**config.mk**
```make
export PLATFORM = sky130hd
export DESIGN_NAME = mem_arbiter
export DESIGN_NICKNAME = d
export VERILOG_FILES = /design/src/rtl/mem_arbiter.sv
export SDC_FILE = /design/constraint.sdc
export NUM_CORES = 1
export LEC_CHECK = 0
export ABC_CLOCK_PERIOD_IN_PS = 1900
export BUFFER_PORTS_ARGS = -buffer_cell sky130_fd_sc_hd__buf_4
export CAP_MARGIN = 20
export CORE_AREA = 2 2 103 105
export CTS_CLUSTER_SIZE = 40
export DETAILED_ROUTE_END_ITERATION = 10
export DIE_AREA = 0 0 105 107
export SLEW_MARGIN = 25
export SYNTH_ARGS = -nofsm -noshare
export SYNTH_HDL_FRONTEND = slang
export SYNTH_SLANG_ARGS = --single-unit
export TNS_END_PERCENT = 5
```
**constraint.sdc**
```tcl
create_clock -name CLK -period 1.9 [get_ports CLK]
set_input_delay 0.19 -clock CLK [delete_from_list [all_inputs] [get_ports CLK]]
set_output_delay 0.19 -clock CLK [all_outputs]
set_load 0.01 [all_outputs]
```
**src/rtl/mem_arbiter.sv**
```systemverilog
// mem_arbiter: shares one RAM port between an instruction fetch and a data
// access requester. Data wins arbitration unless it has starved the
// instruction side for MAXD consecutive completions. Each granted access is
// bounded by a TIMEOUT-cycle watchdog and can also be aborted by RAM ERROR.
//
//   state | meaning
//   IDLE  | no owner, RAM strobes low, arbitrate pending requests
//   IBUS  | instruction fetch owns the RAM port
//   DBUS  | data read/write owns the RAM port
module mem_arbiter #(
  parameter int TIMEOUT = 255,
  parameter int MAXD    = 4
) (
  input  logic        CLK,
  input  logic        nRST,
  input  logic        iREN,
  input  logic [31:0] iaddr,
  input  logic        dREN,
  input  logic        dWEN,
  input  logic [31:0] daddr,
  input  logic [31:0] dstore,
  input  logic [31:0] ramload,
  input  logic [1:0]  ramstate,
  output logic        iwait,
  output logic        dwait,
  output logic [31:0] iload,
  output logic [31:0] dload,
  output logic [31:0] ramaddr,
  output logic [31:0] ramstore,
  output logic        ramREN,
  output logic        ramWEN,
  output logic        err
);

  localparam int TW = ($clog2(TIMEOUT + 1) > 8) ? $clog2(TIMEOUT + 1) : 8;
  localparam int SW = (MAXD < 2) ? 1 : $clog2(MAXD + 1);

  localparam logic [1:0] RS_ACCESS = 2'd2;
  localparam logic [1:0] RS_ERROR  = 2'd3;

  typedef enum logic [1:0] {IDLE, IBUS, DBUS} state_t;

  state_t          state_q, state_d;
  logic [TW-1:0]   tcnt_q;
  logic [SW-1:0]   dstreak_q;

  logic dreq, owner_req, acc, done, abort, starved;

  assign dreq      = dREN | dWEN;
  assign acc       = (ramstate == RS_ACCESS);
  assign owner_req = ((state_q == IBUS) && iREN) || ((state_q == DBUS) && dreq);
  assign done      = owner_req && acc;
  // ACCESS in the timeout cycle still counts as a completion
  assign abort     = owner_req && !acc &&
                     ((ramstate == RS_ERROR) || (tcnt_q == TW'(TIMEOUT)));
  assign starved   = iREN && (dstreak_q == SW'(MAXD));

  // next-state: arbitrate in IDLE, leave a bus state on completion, abort or withdrawal
  always_comb begin
    state_d = state_q;
    case (state_q)
      IDLE: begin
        if (dreq && !starved) state_d = DBUS;
        else if (iREN)        state_d = IBUS;
      end
      IBUS, DBUS: begin
        if (!owner_req || done || abort) state_d = IDLE;
      end
      default: state_d = IDLE;
    endcase
  end

  // RAM-side and requester-side outputs decoded from state and live inputs
  always_comb begin
    iwait    = 1'b1;
    dwait    = 1'b1;
    iload    = '0;
    dload    = '0;
    ramaddr  = '0;
    ramstore = '0;
    ramREN   = 1'b0;
    ramWEN   = 1'b0;
    err      = abort;
    case (state_q)
      IBUS: begin
        ramaddr = iaddr;
        ramREN  = 1'b1;
        iload   = ramload;
        iwait   = !done;
      end
      DBUS: begin
        ramaddr  = daddr;
        ramstore = dstore;
        ramWEN   = dWEN;
        ramREN   = !dWEN;
        dload    = ramload;
        dwait    = !done;
      end
      default: ;
    endcase
  end

  // state register; reset drops any in-flight access at once
  always_ff @(posedge CLK or negedge nRST) begin
    if (!nRST) state_q <= IDLE;
    else       state_q <= state_d;
  end

  // watchdog: held at zero in IDLE so every grant starts from zero
  always_ff @(posedge CLK or negedge nRST) begin
    if (!nRST)                tcnt_q <= '0;
    else if (state_q == IDLE) tcnt_q <= '0;
    else if (!acc)            tcnt_q <= tcnt_q + TW'(1);
  end

  // consecutive data completions while an instruction fetch is waiting
  always_ff @(posedge CLK or negedge nRST) begin
    if (!nRST)                              dstreak_q <= '0;
    else if (!iREN)                         dstreak_q <= '0;
    else if (done && state_q == IBUS)       dstreak_q <= '0;
    else if (done && state_q == DBUS && dstreak_q != SW'(MAXD))
                                            dstreak_q <= dstreak_q + SW'(1);
  end

endmodule

```
==> results.txt <==
----------------------------------------------------
[Logic synthesis]
  Synth Area per Inst ... 7.216 µm²
  Share of synthesized registers carrying an async set or reset ... 100.0%
  Yosys reg bits ... 13
  Number of library cell types mapped by synthesis ... 34
  Flip-flop cell with the highest count after synthesis ... dfrtp_1
  Post-synthesis net count ... 412
  Cells after Synth ... 271
  Post-synthesis instance area ... 1956 µm²
  Fraction of the yosys area taken by sequential cells ... 16.63%
  Synth warnings ... 0
  Number of synthesized flops with an enable pin ... 0

[STA]
  Clock Skews ... 4.390 ps
  Worst relative slew slack ... 82.91%
  RSZ-0062 raised after global routing ... yes
  WHS ... 268.2 ps
  Worst Tran Pin Value ... 254.3 ps
  Highest achievable clock rate ... 540.6 MHz
  Max-slew violations ... 0
  Number of hold violations in the final report ... 0
  Number of setup violations in the final report ... 0
  Worst setup margin ... 50.22 ps
  Min Tclk post-route ... 1850 ps
  Period utilization ... 97.36%

[Power and ir drop]
  Net load switching power ... 1.903 mW
  Leakage power total ... 2.195 nW
  Total power ... 4.432 mW
  Proportion of total power due to net switching ... 42.93%
  Relative contribution of combinational cells to total power ... 86.1%
  Share of power burned in the clock network ... 5.6%
  Share of power burned in registers ... 8.3%
  Total power per unit cell area ... 1024 nW/µm²
  Internal cell power ... 2.529 mW
  Max rail drop VDD ... 0.0009240 V

[Critical path]
  Reg2reg path depth ... 7
  R2R Path End ... dstreak_q[2]
  Worst flop-to-flop path startpoint ... state_q[0]
  Worst setup EP type ... output port
  Maximum fanout encountered on the critical timing path ... 4
  Class of the most critical setup path ... flip-flop to output port
  Data required time of the critical path ... 1710 ps
  Slack of the worst reg-to-reg path ... 130 ps
  Data arrival, critical path ... 1660 ps
  Critical Path Start Type ... flip-flop

[Die]
  Die footprint ... 11240 µm²
  Site Rows ... 37
  Floorplan core area ... 10090 µm²
  Die width ... 105 µm
  Die Ht ... 107 µm
  Ports placed on the boundary ... 268
  Effective utilization at floorplan ... 19.38%

[Placed design]
  Worst-case setup slack after placement ... 181.8 ps
  Half-perimeter wire length of the detailed placement result ... 8.271 mm
  DP Area ... 4108 µm²
  Port bufs ... 267
  Routability-driven placement congestion ratio ... 0.8630

[GRT]
  Via count of the first global-routing pass ... 2677
  Overall track demand over capacity in global routing ... 15.73%
  Global-route wire length before repair ... 14.51 mm
  Total grt overflow ... 0
  Largest net degree at the start of global routing ... 53
  Number of antenna violations at the first check in global routing ... 0

[CTS]
  Root buf cell ... clkbuf_8
  Max Root-Sink Buffers ... 2
  Insertion delay to the later sink of the worst-skew pair ... 240 ps
  Inserted Clock Buffers ... 3
  CTS Sinks ... 13
  CTS clock-pin slew for the worst setup and hold paths ... 60 ps
  H-tree depth reported by CTS ... 1
  TritonCTS clock tree ... built

[Layout]
  Final net count ... 674
  Area of all placed cells without fillers ... 4329 µm²
  Total of fill cells in the finished design ... 1021
  Relative area change from synthesis to final layout ... 121.4%
  Share of the core filled with cells in the final layout ... 42.90%
  Layout cells sized above 1 ... 55.64%

[Drt]
  WL per Instance ... 15.52 µm
  Routed vias/inst ... 4.259
  Antenna-violating nets left ... 0
  Detailed router's first-iteration violation count ... 115
  DRC Markers ... 0
  Count of TritonRoute iterations in the first routing pass ... 4
  Overall via count from detail_route ... 2849
  Post-detailed-routing wire length ... 10.38 mm

[Min path]
  Hold wc startpoint ... iREN
  Number of cells on the worst hold path ... 3
  Destination of the worst hold path ... dstreak_q[2]
  Min-delay worst type ... primary input to flip-flop

[Flow run]
  Number of maximum-capacitance violations ... 0

[Status]
  Outcome ... completed

----------------------------------------------------
[state kept, by name, indices dropped and copies added (netlist names)]
signal     flops
dstreak_q      3
state_q        2
tcnt_q         8
[stage by stage]
stage | TNS (ps) | instances
2_1_floorplan | 0 | 271
3_3_place_gp | 0 | 657
3_5_place_dp | 0 | 657
4_1_cts | 0 | 662
5_1_grt | -32.83 | 668
6_report | 0 | 669
[placed cells by master (no fill, tap or decap), types with 2 or more instances in the layout]
| master | n |
|---|---|
| buf_4 | 271 |
| nand3_1 | 5 |
| clkbuf_8 | 3 |
| nor2_1 | 8 |
| nor2b_1 | 32 |
| xnor2_1 | 5 |
| or3_1 | 2 |
| clkbuf_16 | 3 |
| ha_4 | 3 |
| xor2_1 | 2 |
| inv_1 | 5 |
| a21oi_1 | 3 |
| a22oi_1 | 32 |
| dfrtp_1 | 13 |
| o21ai_0 | 3 |
| nand2_1 | 11 |
| and2_1 | 98 |
| buf_12 | 3 |
| nor3_1 | 2 |
| ha_1 | 2 |
| inv_2 | 2 |
| nand4_1 | 2 |
[cell families after synthesis]
logic type | after synthesis | share of synthesized area, %
adder cells (fa/ha/maj) | 6 | 3.839
XOR/XNOR | 7 | 3.135
AO/OA/AOI/OAI | 45 | 17.66
buffers and inverters | 30 | 6.334
multiplexers | 1 | 0.5119
AND/OR/NAND/NOR | 169 | 51.89
flip-flops | 13 | 16.63
[per-layer routing]
layer / part of all wire [%] / vias to the layer above / track usage, % / wire length [µm]
li1: - / 1419 / - / -
met1: 44 / 1294 / 21.05 / 4576
met2: 49 / 122 / 26.99 / 5106
met3: 4.9 / 14 / 1.884 / 506
met4: 1.8 / 0 / 3.714 / 192
met5: 0 / - / 0 / 0
[layout make-up]
class | instances | area (µm²) | area share (%)
well taps | 136 | 170.2 | 3.931
repair buffers | 280 | 2196 | 50.72
flip-flops and latches | 13 | 325.3 | 7.514
multi-input cells | 228 | 1564 | 36.13
diodes | 1 | 2.502 | 0.05780
inverters | 7 | 26.28 | 0.6069
clock buffers | 4 | 45.04 | 1.040
[repair_timing]
action | CTS | global route
endpoints found under the setup margin | 72 | 76
hold endpoints to repair | 13 | 0
gates resized for setup | 2 | 12
pin swaps | 0 | 1
setup buffers | 0 | 3
cloned | 0 | 3
hold buffers | 1 | 0
[worst max-delay path by stage]
stage | slack [ps] | start | endpoint
floorplan | 290 | state_q[0] | dload[12]
global placement | 200 | state_q[0] | dwait
detailed placement | 180 | state_q[0] | dwait
CTS | 10 | state_q[0] | ramaddr[29]
global route | -30 | tcnt_q[0] | err
finish | 50 | tcnt_q[0] | err
[cell usage after synthesis (all sizes together) (2+ instances only)]
master,instances,area share [%]
a21oi,3,0.77
nand4,2,0.64
or3,3,0.96
xnor2,5,2.2
o21ai,3,0.77
clkbuf,20,3.8
xor2,2,0.90
nand2,11,2.1
dfrtp,13,17
a22oi,32,12
and2b,2,0.83
inv,7,1.3
nand3,5,1.3
nor2,8,1.5
ha,6,3.8
nor2b,33,11
and2,99,32
buf,3,1.2
nor3,2,0.51
[critical path, cell delays in order, from the launching register on]
cell and delay, ps:
dfrtp_1 390, ha_2 210, nand2_1 80, or3_4 360, o21ai_0 130, and2_1 140, buf_4 110
[power by group through the flow]
stage / Combinational [mW] / Clock (mW) / Sequential, mW
after floorplan: 1.77 / 0 / 0.351
after global placement: 3.43 / 0 / 0.356
after detailed placement: 3.46 / 0 / 0.360
after CTS: 3.50 / 0.256 / 0.359
after global routing: 4.12 / 0.268 / 0.376
final: 3.82 / 0.248 / 0.367
Power figures use the tool's default switching activity.
